`config.mk`:
```
export PLATFORM = sky130hd
export DESIGN_NAME = pc_fetch_unit_flat
export DESIGN_NICKNAME = d
export VERILOG_FILES = /design/src/rtl/pc_fetch_unit_pkg.sv /design/src/rtl/pc_fetch_unit_if.sv /design/src/rtl/pc_fetch_unit_fetch_buffer.sv /design/src/rtl/pc_fetch_unit.sv /design/src/flat_wrapper.sv
export SDC_FILE = /design/constraint.sdc
export NUM_CORES = 1
export LEC_CHECK = 0
export ABC_AREA = 1
export BUFFER_PORTS_ARGS = -buffer_cell sky130_fd_sc_hd__buf_4
export CAP_MARGIN = 20
export CELL_PAD_IN_SITES_DETAIL_PLACEMENT = 2
export CELL_PAD_IN_SITES_GLOBAL_PLACEMENT = 2
export CORE_UTILIZATION = 33
export CTS_CLUSTER_DIAMETER = 200
export DETAILED_ROUTE_END_ITERATION = 6
export GPL_ROUTABILITY_DRIVEN = 0
export PLACE_DENSITY_LB_ADDON = 0.1
export RECOVER_POWER = 25
export SLEW_MARGIN = 5
export SYNTH_ARGS = -nofsm -noshare
export SYNTH_HDL_FRONTEND = slang
export SYNTH_SLANG_ARGS = --single-unit
```
`constraint.sdc`:
```
create_clock -name clk -period 4.8 [get_ports clk]
set_clock_uncertainty 0.2 [all_clocks]
set_input_delay 0.48 -clock clk [delete_from_list [all_inputs] [get_ports clk]]
set_output_delay 0.48 -clock clk [all_outputs]
set_load 0.005 [all_outputs]
```
`src/rtl/pc_fetch_unit_pkg.sv`:
```
// Shared types and encodings for the PC fetch unit.
// Also carries the shared defines: `PC_PLUS4 / `NEW_PC (pc_src encodings) and `FETCH_NOP.
// Optional feature macro used by the top: FETCH_MISALIGN_CHECK_EN.

`ifndef PC_FETCH_UNIT_DEFINES
`define PC_FETCH_UNIT_DEFINES
`define PC_PLUS4  1'b0
`define NEW_PC    1'b1
`define FETCH_NOP 32'h0000_0013
`endif

package pc_fetch_unit_pkg;

  // One instruction-buffer entry: the word and the PC it was fetched from.
  typedef struct packed {
    logic [31:0] pc;
    logic [31:0] data;
  } fetch_entry_t;

  function automatic logic [31:0] pc_plus4(input logic [31:0] pc);
    return pc + 32'd4;
  endfunction

endpackage

```
`src/rtl/pc_fetch_unit_if.sv`:
```
// Bus bundle for pc_fetch_unit: execute redirect, imem request/response, decode handoff.
// master: the fetch unit. slave: the surrounding environment (execute, imem, decode).
//   pc_src/new_pc          redirect from execute
//   imem_req_*/imem_addr   fetch request to imem
//   imem_resp_*            in-order response words from imem
//   inst_*                 buffered instruction stream to decode
//   misalign_fault         sticky misaligned-redirect flag

interface pc_fetch_unit_if;
  logic        pc_src;
  logic [31:0] new_pc;
  logic        imem_req_valid;
  logic        imem_req_ready;
  logic [31:0] imem_addr;
  logic        imem_resp_valid;
  logic [31:0] imem_resp_data;
  logic        inst_valid;
  logic        inst_ready;
  logic [31:0] inst;
  logic [31:0] inst_pc;
  logic        misalign_fault;

  modport master (
    input  pc_src, new_pc, imem_req_ready, imem_resp_valid, imem_resp_data, inst_ready,
    output imem_req_valid, imem_addr, inst_valid, inst, inst_pc, misalign_fault
  );

  modport slave (
    output pc_src, new_pc, imem_req_ready, imem_resp_valid, imem_resp_data, inst_ready,
    input  imem_req_valid, imem_addr, inst_valid, inst, inst_pc, misalign_fault
  );
endinterface

```
`src/rtl/pc_fetch_unit_fetch_buffer.sv`:
```
// Synchronous FIFO holding fetched {pc, word} entries for decode.
// Ports: clk, rst (sync, active-high); push/push_data write; pop reads head;
//        flush empties the FIFO and beats push/pop; head is the oldest entry; count is occupancy.
// DEPTH must be a power of two (>= 2) so the pointers wrap naturally.

module pc_fetch_unit_fetch_buffer
  import pc_fetch_unit_pkg::*;
#(
  parameter int unsigned DEPTH = 2,
  parameter int unsigned CNT_W = $clog2(DEPTH + 1)
) (
  input  logic             clk,
  input  logic             rst,
  input  logic             push,
  input  fetch_entry_t     push_data,
  input  logic             pop,
  input  logic             flush,
  output fetch_entry_t     head,
  output logic [CNT_W-1:0] count
);

  localparam int unsigned PtrW = $clog2(DEPTH);

  fetch_entry_t     mem_q [DEPTH];
  logic [PtrW-1:0]  wr_ptr_q, rd_ptr_q;
  logic [CNT_W-1:0] count_q, count_d;
  logic             do_push, do_pop;

  assign do_pop  = pop && (count_q != '0) && !flush;
  // A pop in the same cycle frees the slot, so a push to a full FIFO is still safe then.
  assign do_push = push && !flush && ((count_q != CNT_W'(DEPTH)) || do_pop);

  always_comb begin
    count_d = count_q;
    case ({do_push, do_pop})
      2'b10:   count_d = count_q + CNT_W'(1);
      2'b01:   count_d = count_q - CNT_W'(1);
      default: count_d = count_q;
    endcase
  end

  always_ff @(posedge clk) begin
    if (rst || flush) begin
      wr_ptr_q <= '0;
      rd_ptr_q <= '0;
      count_q  <= '0;
    end else begin
      if (do_push) wr_ptr_q <= wr_ptr_q + PtrW'(1);
      if (do_pop)  rd_ptr_q <= rd_ptr_q + PtrW'(1);
      count_q <= count_d;
    end
  end

  always_ff @(posedge clk) begin
    if (do_push) mem_q[wr_ptr_q] <= push_data;
  end

  assign head  = mem_q[rd_ptr_q];
  assign count = count_q;

endmodule

```
`src/rtl/pc_fetch_unit.sv`:
```
// PC fetch unit: owns the architectural PC, issues sequential imem requests, queues returned
// words for decode and flushes everything in flight on an execute redirect.
// Ports: clk, rst (sync, active-high), bus (pc_fetch_unit_if.master).
// Optional: FETCH_MISALIGN_CHECK_EN -- a misaligned redirect target sets a sticky
// misalign_fault that blocks issue until rst. Without it, redirect targets are word-aligned
// by clearing new_pc[1:0] and misalign_fault is tied 0.

module pc_fetch_unit
  import pc_fetch_unit_pkg::*;
#(
  parameter logic [31:0] RESET_PC        = 32'h0000_0000,
  parameter int unsigned BUF_DEPTH       = 2,
  parameter int unsigned MAX_OUTSTANDING = 2
) (
  input logic              clk,
  input logic              rst,
  pc_fetch_unit_if.master  bus
);

  localparam int unsigned BufCntW = $clog2(BUF_DEPTH + 1);
  localparam int unsigned OutW    = $clog2(MAX_OUTSTANDING + 1);

  logic [31:0]        pc_q, pc_d;
  logic [31:0]        resp_pc_q, resp_pc_d;
  logic [OutW-1:0]    out_q, out_d;
  logic [OutW-1:0]    drop_q, drop_d;
  logic [BufCntW-1:0] buf_count;
  fetch_entry_t       head;
  fetch_entry_t       push_entry;
  logic               redirect, req_valid, issue, push, pop, fault;
  logic [31:0]        load_pc;
  int                 avail;

  assign redirect = (bus.pc_src == `NEW_PC);

`ifdef FETCH_MISALIGN_CHECK_EN
  logic fault_q;
  assign load_pc = bus.new_pc;
  always_ff @(posedge clk) begin
    if (rst) begin
      fault_q <= 1'b0;
    end else if (redirect && (bus.new_pc[1:0] != 2'b00)) begin
      fault_q <= 1'b1;
    end
  end
  assign fault = fault_q;
`else
  assign load_pc = {bus.new_pc[31:2], 2'b00};
  assign fault   = 1'b0;
`endif

  // Free buffer slots not already promised to live (non-dropped) in-flight requests.
  assign avail = int'(BUF_DEPTH) - int'(buf_count) - (int'(out_q) - int'(drop_q));

  assign req_valid = !rst && !redirect && (avail > 0) && (out_q < OutW'(MAX_OUTSTANDING))
                     && !fault;
  assign issue     = req_valid && bus.imem_req_ready;
  assign push      = bus.imem_resp_valid && !redirect && (drop_q == '0);
  assign pop       = bus.inst_valid && bus.inst_ready && !redirect;

  always_comb begin
    pc_d      = pc_q;
    resp_pc_d = resp_pc_q;
    out_d     = out_q;
    drop_d    = drop_q;
    if (redirect) begin
      pc_d      = load_pc;
      resp_pc_d = load_pc;
      // No issue this cycle; everything still owed by imem after this edge is stale.
      out_d     = out_q - OutW'(bus.imem_resp_valid);
      drop_d    = out_d;
    end else begin
      if (issue) pc_d = pc_plus4(pc_q);
      if (push)  resp_pc_d = pc_plus4(resp_pc_q);
      case ({issue, bus.imem_resp_valid})
        2'b10:   out_d = out_q + OutW'(1);
        2'b01:   out_d = out_q - OutW'(1);
        default: out_d = out_q;
      endcase
      if (bus.imem_resp_valid && (drop_q != '0)) drop_d = drop_q - OutW'(1);
    end
  end

  always_ff @(posedge clk) begin
    if (rst) begin
      pc_q      <= RESET_PC;
      resp_pc_q <= RESET_PC;
      out_q     <= '0;
      drop_q    <= '0;
    end else begin
      pc_q      <= pc_d;
      resp_pc_q <= resp_pc_d;
      out_q     <= out_d;
      drop_q    <= drop_d;
    end
  end

  assign push_entry = '{pc: resp_pc_q, data: bus.imem_resp_data};

  pc_fetch_unit_fetch_buffer #(
    .DEPTH (BUF_DEPTH)
  ) u_fetch_buffer (
    .clk       (clk),
    .rst       (rst),
    .push      (push),
    .push_data (push_entry),
    .pop       (pop),
    .flush     (redirect),
    .head      (head),
    .count     (buf_count)
  );

  assign bus.imem_req_valid = req_valid;
  assign bus.imem_addr      = pc_q;
  assign bus.inst_valid     = (buf_count != '0);
  assign bus.inst           = bus.inst_valid ? head.data : 32'h0;
  assign bus.inst_pc        = bus.inst_valid ? head.pc : 32'h0;
  assign bus.misalign_fault = fault;

endmodule

```
`src/flat_wrapper.sv`:
```
// flat-port wrapper written by rule: the top's interface ports become plain ports
module pc_fetch_unit_flat import pc_fetch_unit_pkg::*;
#(
  parameter logic [31:0] RESET_PC        = 32'h0000_0000,
  parameter int unsigned BUF_DEPTH       = 2,
  parameter int unsigned MAX_OUTSTANDING = 2
)
  (clk, rst, bus_pc_src, bus_new_pc, bus_imem_req_ready, bus_imem_resp_valid, bus_imem_resp_data, bus_inst_ready, bus_imem_req_valid, bus_imem_addr, bus_inst_valid, bus_inst, bus_inst_pc, bus_misalign_fault);
  pc_fetch_unit_if bus_i ();
  input logic clk;
  input logic rst;
  input wire logic [$bits(bus_i.pc_src)-1:0] bus_pc_src;
  input wire logic [$bits(bus_i.new_pc)-1:0] bus_new_pc;
  input wire logic [$bits(bus_i.imem_req_ready)-1:0] bus_imem_req_ready;
  input wire logic [$bits(bus_i.imem_resp_valid)-1:0] bus_imem_resp_valid;
  input wire logic [$bits(bus_i.imem_resp_data)-1:0] bus_imem_resp_data;
  input wire logic [$bits(bus_i.inst_ready)-1:0] bus_inst_ready;
  output wire logic [$bits(bus_i.imem_req_valid)-1:0] bus_imem_req_valid;
  output wire logic [$bits(bus_i.imem_addr)-1:0] bus_imem_addr;
  output wire logic [$bits(bus_i.inst_valid)-1:0] bus_inst_valid;
  output wire logic [$bits(bus_i.inst)-1:0] bus_inst;
  output wire logic [$bits(bus_i.inst_pc)-1:0] bus_inst_pc;
  output wire logic [$bits(bus_i.misalign_fault)-1:0] bus_misalign_fault;
  assign bus_i.pc_src = bus_pc_src;
  assign bus_i.new_pc = bus_new_pc;
  assign bus_i.imem_req_ready = bus_imem_req_ready;
  assign bus_i.imem_resp_valid = bus_imem_resp_valid;
  assign bus_i.imem_resp_data = bus_imem_resp_data;
  assign bus_i.inst_ready = bus_inst_ready;
  assign bus_imem_req_valid = bus_i.imem_req_valid;
  assign bus_imem_addr = bus_i.imem_addr;
  assign bus_inst_valid = bus_i.inst_valid;
  assign bus_inst = bus_i.inst;
  assign bus_inst_pc = bus_i.inst_pc;
  assign bus_misalign_fault = bus_i.misalign_fault;
  pc_fetch_unit #(.RESET_PC(RESET_PC), .BUF_DEPTH(BUF_DEPTH), .MAX_OUTSTANDING(MAX_OUTSTANDING)) u_core (.clk(clk), .rst(rst), .bus(bus_i));
endmodule
```
== After elaboration in Yosys (flattened, before gate mapping) ==
Memories as Yosys holds them, arrays and structs flattened. A register that Yosys moved wholly into a read port is not among the register bits.
Cells that the tools add are included.
Widths: inputs -> output; s select.

* Add/sub/neg operators: 13
* Multiplexer cells: 15
* Bitwise operators: 0
* $lt $le $gt $ge: 2
* Equal/unequal tests: 5
* Div/mod/pow operators: 0
* Reductions and logical operators: 26
* $mul: 0
* Shift operators: 0

{| class="wikitable"
|+ Operator list
! operator !! count
|-
| $mux 32 || 6
|-
| $add 32x3->32 const B || 2
|-
| $gt 32x1->1 const B || 1
|-
| $sub 32x32->32 || 1
|-
| $logic_and 1x1->1 || 13
|-
| $reduce_bool 2->1 || 6
|-
| $pmux 2 s2 || 2
|-
| $mux 2 || 3
|-
| $sub 2x1->2 const B || 3
|-
| $add 2x1->2 const B || 2
|-
| $eq 2x1->1 const B || 2
|-
| $eq 2x2->1 const B || 2
|-
| $mux 1 || 4
|-
| $reduce_bool 3->1 || 1
|-
| $sub 2x2->3 || 1
|-
| $sub 2x2->3 const A || 1
|-
| $add 1x1->1 const B || 2
|-
| $logic_not 1->1 || 2
|-
| $logic_not 2->1 || 1
|-
| $logic_or 1x1->1 || 2
|-
| $lt 2x2->1 const B || 1
|-
| $ne 2x2->1 const B || 1
|-
| $reduce_or 2->1 || 1
|-
| $sub 2x1->2 || 1
|}

* Bits in registers: 72
* Input port bits: 70
* Word-level logic and storage cells: 71
* Latch bits: 0
* Memory bits (writable): 128
* Output and inout bits: 99
* ROM bits: 0
* Memories: 1

{| class="wikitable"
|+ Memory list
! name !! words !! bits a word !! rd ports !! clocked after Yosys merged registers in !! wr ports !! line !! text
|-
| u_core.u_fetch_buffer.mem_q || 2 || 64 || 1 || 1 || 1 || pc_fetch_unit_fetch_buffer.sv:24 || <nowiki>fetch_entry_t mem_q [DEPTH];</nowiki>
|}

== Logic depth before layout (Yosys ltp) ==
* Depth in word-level cells: 9
* Gate-level depth with buffers: 21

== Hierarchy ==
A second synthesis with hierarchy kept.

* Cells, all modules: 1154
* Area, all modules: 10405.0 µm²

{| class="wikitable"
|+ By module, submodules not included
! module !! area an instance (µm²) !! cells each !! instances
|-
| pc_fetch_unit || 5270.1 || 916 || 1
|-
| pc_fetch_unit_fetch_buffer || 5134.9 || 238 || 1
|}

== Worst setup path before layout ==
OpenSTA, ideal clock, no wires.

* Path kind: reg-to-reg
* Start point: reg u_core.drop_q[1]
* End point: mem u_core.u_fetch_buffer.mem_q[1][0] in the netlist's numbering, enable pin
* Slack: 0.416 ns
* Period minus slack after synthesis: 4.384 ns
* Path buffers: 0
* Required time: 4.116 ns
* Library setup time: 0.484 ns
* Cell stages (with the launch flop): 7
* Data arrival time: 3.700 ns
* Path through: dfxtp_1 inv_1 ha_1 nand2_1 nor2_2 o21ai_0 nor2_1

* Longest elaborated chain between the ends: 6

{| class="wikitable"
|+ Ends and longest elaborated chain
! what !! line !! text
|-
| start, declared || pc_fetch_unit.sv:26 || <nowiki>logic [OutW-1:0] drop_q, drop_d;</nowiki>
|-
| start signal, assigned || pc_fetch_unit.sv:94 || <nowiki>drop_q <= drop_d;</nowiki>
|-
| $logic_not 2->1 || pc_fetch_unit.sv:58 || <nowiki>assign push = bus.imem_resp_valid && !redirect && (drop_q == '0);</nowiki>
|-
| $logic_and 1x1->1 || pc_fetch_unit.sv:58 ||
|-
| $logic_and 1x1->1 (2 in a row) || pc_fetch_unit_fetch_buffer.sv:31 || <nowiki>assign do_push = push && !flush && ((count_q != CNT_W'(DEPTH)) || do_pop);</nowiki>
|-
| $mux 1 || pc_fetch_unit_fetch_buffer.sv:55 || <nowiki>if (do_push) mem_q[wr_ptr_q] <= push_data;</nowiki>
|-
| $mux 1 (not written as such) || pc_fetch_unit_fetch_buffer.sv:55 ||
|-
| end, declared || pc_fetch_unit_fetch_buffer.sv:24 ||
|}

No other way between the ends.

== Final worst setup path ==
* Start point: reg u_core.out_q[0]
* End point: out bus_imem_req_valid

* Longest elaborated chain between the ends: 5
* Elaborated cells between the ends (all ways): 6
* Classes of those cells: add/sub (2); order compare (2); reduce/logical (2)

{| class="wikitable"
|+ Ends and longest elaborated chain
! what !! line !! text
|-
| start, declared || pc_fetch_unit.sv:25 || <nowiki>logic [OutW-1:0] out_q, out_d;</nowiki>
|-
| start signal, assigned || pc_fetch_unit.sv:93 || <nowiki>out_q <= out_d;</nowiki>
|-
| $sub 2x2->3 || pc_fetch_unit.sv:53 || <nowiki>assign avail = int'(BUF_DEPTH) - int'(buf_count) - (int'(out_q) - int'(drop_q));</nowiki>
|-
| $sub 32x32->32 || pc_fetch_unit.sv:53 ||
|-
| $gt 32x1->1 || pc_fetch_unit.sv:55 || <nowiki>assign req_valid = !rst && !redirect && (avail > 0) && (out_q < OutW'(MAX_OUTSTANDING))</nowiki>
|-
| $logic_and 1x1->1 || pc_fetch_unit.sv:55 ||
|-
| $logic_and 1x1->1 * || pc_fetch_unit.sv:55 ||
|-
| end, declared || flat_wrapper.sv:18 || <nowiki>output wire logic [$bits(bus_i.imem_req_valid)-1:0] bus_imem_req_valid;</nowiki>
|}

Mark *: on every way between the ends. The rest lies on a longest branch, timed or not.

==> flow_summary.json <==
{
  "p_per_area_mw_per_mm2": 332,
  "dieArea_sq_mm": 0.0297,
  "grt_max_degree": 64,
  "grt_pass1_wl_um": 48400,
  "wirelength_um": 31200,
  "final_cell_mix": "285 x nand2_1, 197 x nor2_1, 135 x buf_4",
  "yosys_warnings": 0,
  "fp.dieW_um": 172,
  "synthCells": 1141,
  "slew_violations": 0,
  "place_ws_ns": 0.752,
  "routed_via_density": 4.95,
  "drt_iter0_markers": 336,
  "total_power_mw": 3.89,
  "numCtsBuffers": 17,
  "power.leakage_nw": 4.81,
  "cts_max_level": 4,
  "endpoint_kind": "output pin",
  "drive_gt1_frac": 0.167,
  "status": "finished clean",
  "worst_pin_slew_ns": 0.812,
  "criticalPathCategory": "flop to output pin",
  "area_growth_pct": 22.6,
  "insertion_delay_ns": 0.43,
  "min_period_ns": 4.23,
  "cp_max_fo": 4,
  "clkSinkCount": 193,
  "portBuffers": 161,
  "fin_crit_sh": 0.881,
  "start_util": 0.340,
  "cts_hold_buf": 0,
  "ys_seq_area_frac": 0.534,
  "drc_errors": 0,
  "cts.clk_slew.worst_paths_ns": 0.09,
  "fp.dieH_um": 172,
  "grt_pass1_vias": 8848,
  "rr_worst_depth": 20,
  "ir_worst_vdd_mv": 0.166,
  "num_rows": 61,
  "ant_nets": 0,
  "cp.arrival_ns": 3.55,
  "fill_cells": 3165,
  "ys_ff_latch": 193,
  "drv_cap": 0,
  "core_region_area_sq_mm": 0.0282,
  "final_cell_area_sq_mm": 0.0117,
  "grt-ovfl-total": 0,
  "final_common_cell": "nand2_1",
  "utilization": 0.416,
  "hold_class": "input port to flop",
  "dp_cells": 1647,
  "hold_viol": 0,
  "track_usage": 0.215,
  "rsz0062_at_grt": "no",
  "setup_viol": 0,
  "clk_path_buf_depth": 2,
  "nets": 1375,
  "critPathLaunchType": "flop",
  "ys_types": 39,
  "root_buffer": "clkbuf_16",
  "crit_required_ns": 4.12,
  "cts_setup_buffers": 0,
  "finalWorstSetupSlack_ns": 0.571,
  "syn_area_sq_mm": 0.00957,
  "antenna_cells": 0,
  "cts_tree": "built",
  "hold_ws_ns": 0.0452,
  "worstHoldPathCells": 1,
  "fin_setup_tns_ns": 0,
  "max_freq_mhz": 236,
  "max_slew_margin": 0.458,
  "avgSynthCellArea_sq_um": 8.38,
  "first_pass_iters": 4,
  "fin_cells": 1679,
  "dpl_cell_area_sq_mm": 0.0111,
  "antenna_found_initial": 0,
  "wl_per_cell_um": 18.6,
  "ioPinCount": 169,
  "via_count": 8319,
  "cts_resized": 0,
  "hpwl_um": 22500
}
## final timing paths
kind / from / end / slack (ns)
setup / recovery: u_core.out_q[0]$_SDFFE_PP0P_ / bus_imem_req_valid / 0.57
hold / removal: bus_imem_resp_data[5] / u_core.u_fetch_buffer.mem_q[0][5]$_DFFE_PP_ / 0.05
setup reg to reg: u_core.out_q[0]$_SDFFE_PP0P_ / u_core.bus.imem_addr[17]$_SDFFE_PP0P_ / 0.80
hold reg to reg: u_core.u_fetch_buffer.rd_ptr_q$_SDFFE_PP0P_ / flop / 0.28
## report_power, final
part / internal [mW] / switching [mW]
combinational: 0.193 / 0.286
sequential: 1.85 / 0.0814
clock: 0.718 / 0.761
## metal layers
| metal | track usage | vias up | routed length, um |
|---|---|---|---|
| met2 | 0.383 | 149 | 15400 |
| met5 | 0 | - | 0 |
| met4 | 0.0593 | 0 | 513 |
| li1 | - | 4026 | - |
| met1 | 0.267 | 4117 | 14100 |
| met3 | 0.0343 | 27 | 1230 |
## cells by family after synthesis
kind of cell    share of synthesized area
simple gates                        0.261
flops                               0.534
buf+inv                            0.0668
compound gates                     0.0823
xor+xnor                           0.0293
fa+ha+maj                          0.0269
other cells                      0.000392
## cells in the mapped netlist, drive strengths merged
library cell | count | share of area
fa | 6 | 0.013
o31ai | 2 | 0.0016
o21a | 1 | 0.00079
clkbuf | 33 | 0.013
o311ai | 1 | 0.00092
a31oi | 21 | 0.014
ha | 11 | 0.014
conb | 1 | 0.00039
clkinv | 1 | 0.00092
nor3 | 24 | 0.013
o2111ai | 1 | 0.00092
inv | 106 | 0.042
nand3b | 9 | 0.0071
dfxtp | 69 | 0.14
nand4 | 10 | 0.0065
xor2 | 26 | 0.024
nor2 | 207 | 0.085
or2 | 1 | 0.00065
a21oi | 30 | 0.016
nand3 | 58 | 0.031
edfxtp | 124 | 0.39
o211ai | 1 | 0.00079
nand2 | 287 | 0.11
nor3b | 2 | 0.0027
a211oi | 1 | 0.00079
xnor2 | 6 | 0.0055
o21ai | 90 | 0.047
buf | 12 | 0.011
## final cells by class
class	count	area, sq um	area share
Sequential cell	193	5110	0.435
Multi-Input combinational cell	800	3850	0.328
Clock buffer	17	425	0.0363
Timing Repair Buffer	169	1270	0.109
Inverter	107	409	0.0349
Tap cell	378	473	0.0403
Clock inverter	15	188	0.0160
## registers in the layout, summed over array words and instances (netlist names), named ones only
signal / cells
u_core.bus.imem_addr: 30
u_core.drop_q: 2
u_core.out_q: 2
u_core.resp_pc_q: 30
u_core.u_fetch_buffer.count: 2
u_core.u_fetch_buffer.mem_q: 124
u_core.u_fetch_buffer.rd_ptr_q: 1
u_core.u_fetch_buffer.wr_ptr_q: 1
## worst max-delay path: stages, from the launching register on
cell and delay [ns]:
dfxtp_1 0.33, inv_1 0.14, ha_1 0.17, inv_1 0.05
fa_1 0.52, inv_1 0.06, ha_1 0.26, nand2_1 0.09
o21ai_0 0.23, fa_1 0.46, nor3_1 0.26, nand3_1 0.18
nand2_1 0.17, inv_1 0.06, buf_4 0.13
No activity file was read; power rests on OpenSTA's default activity.
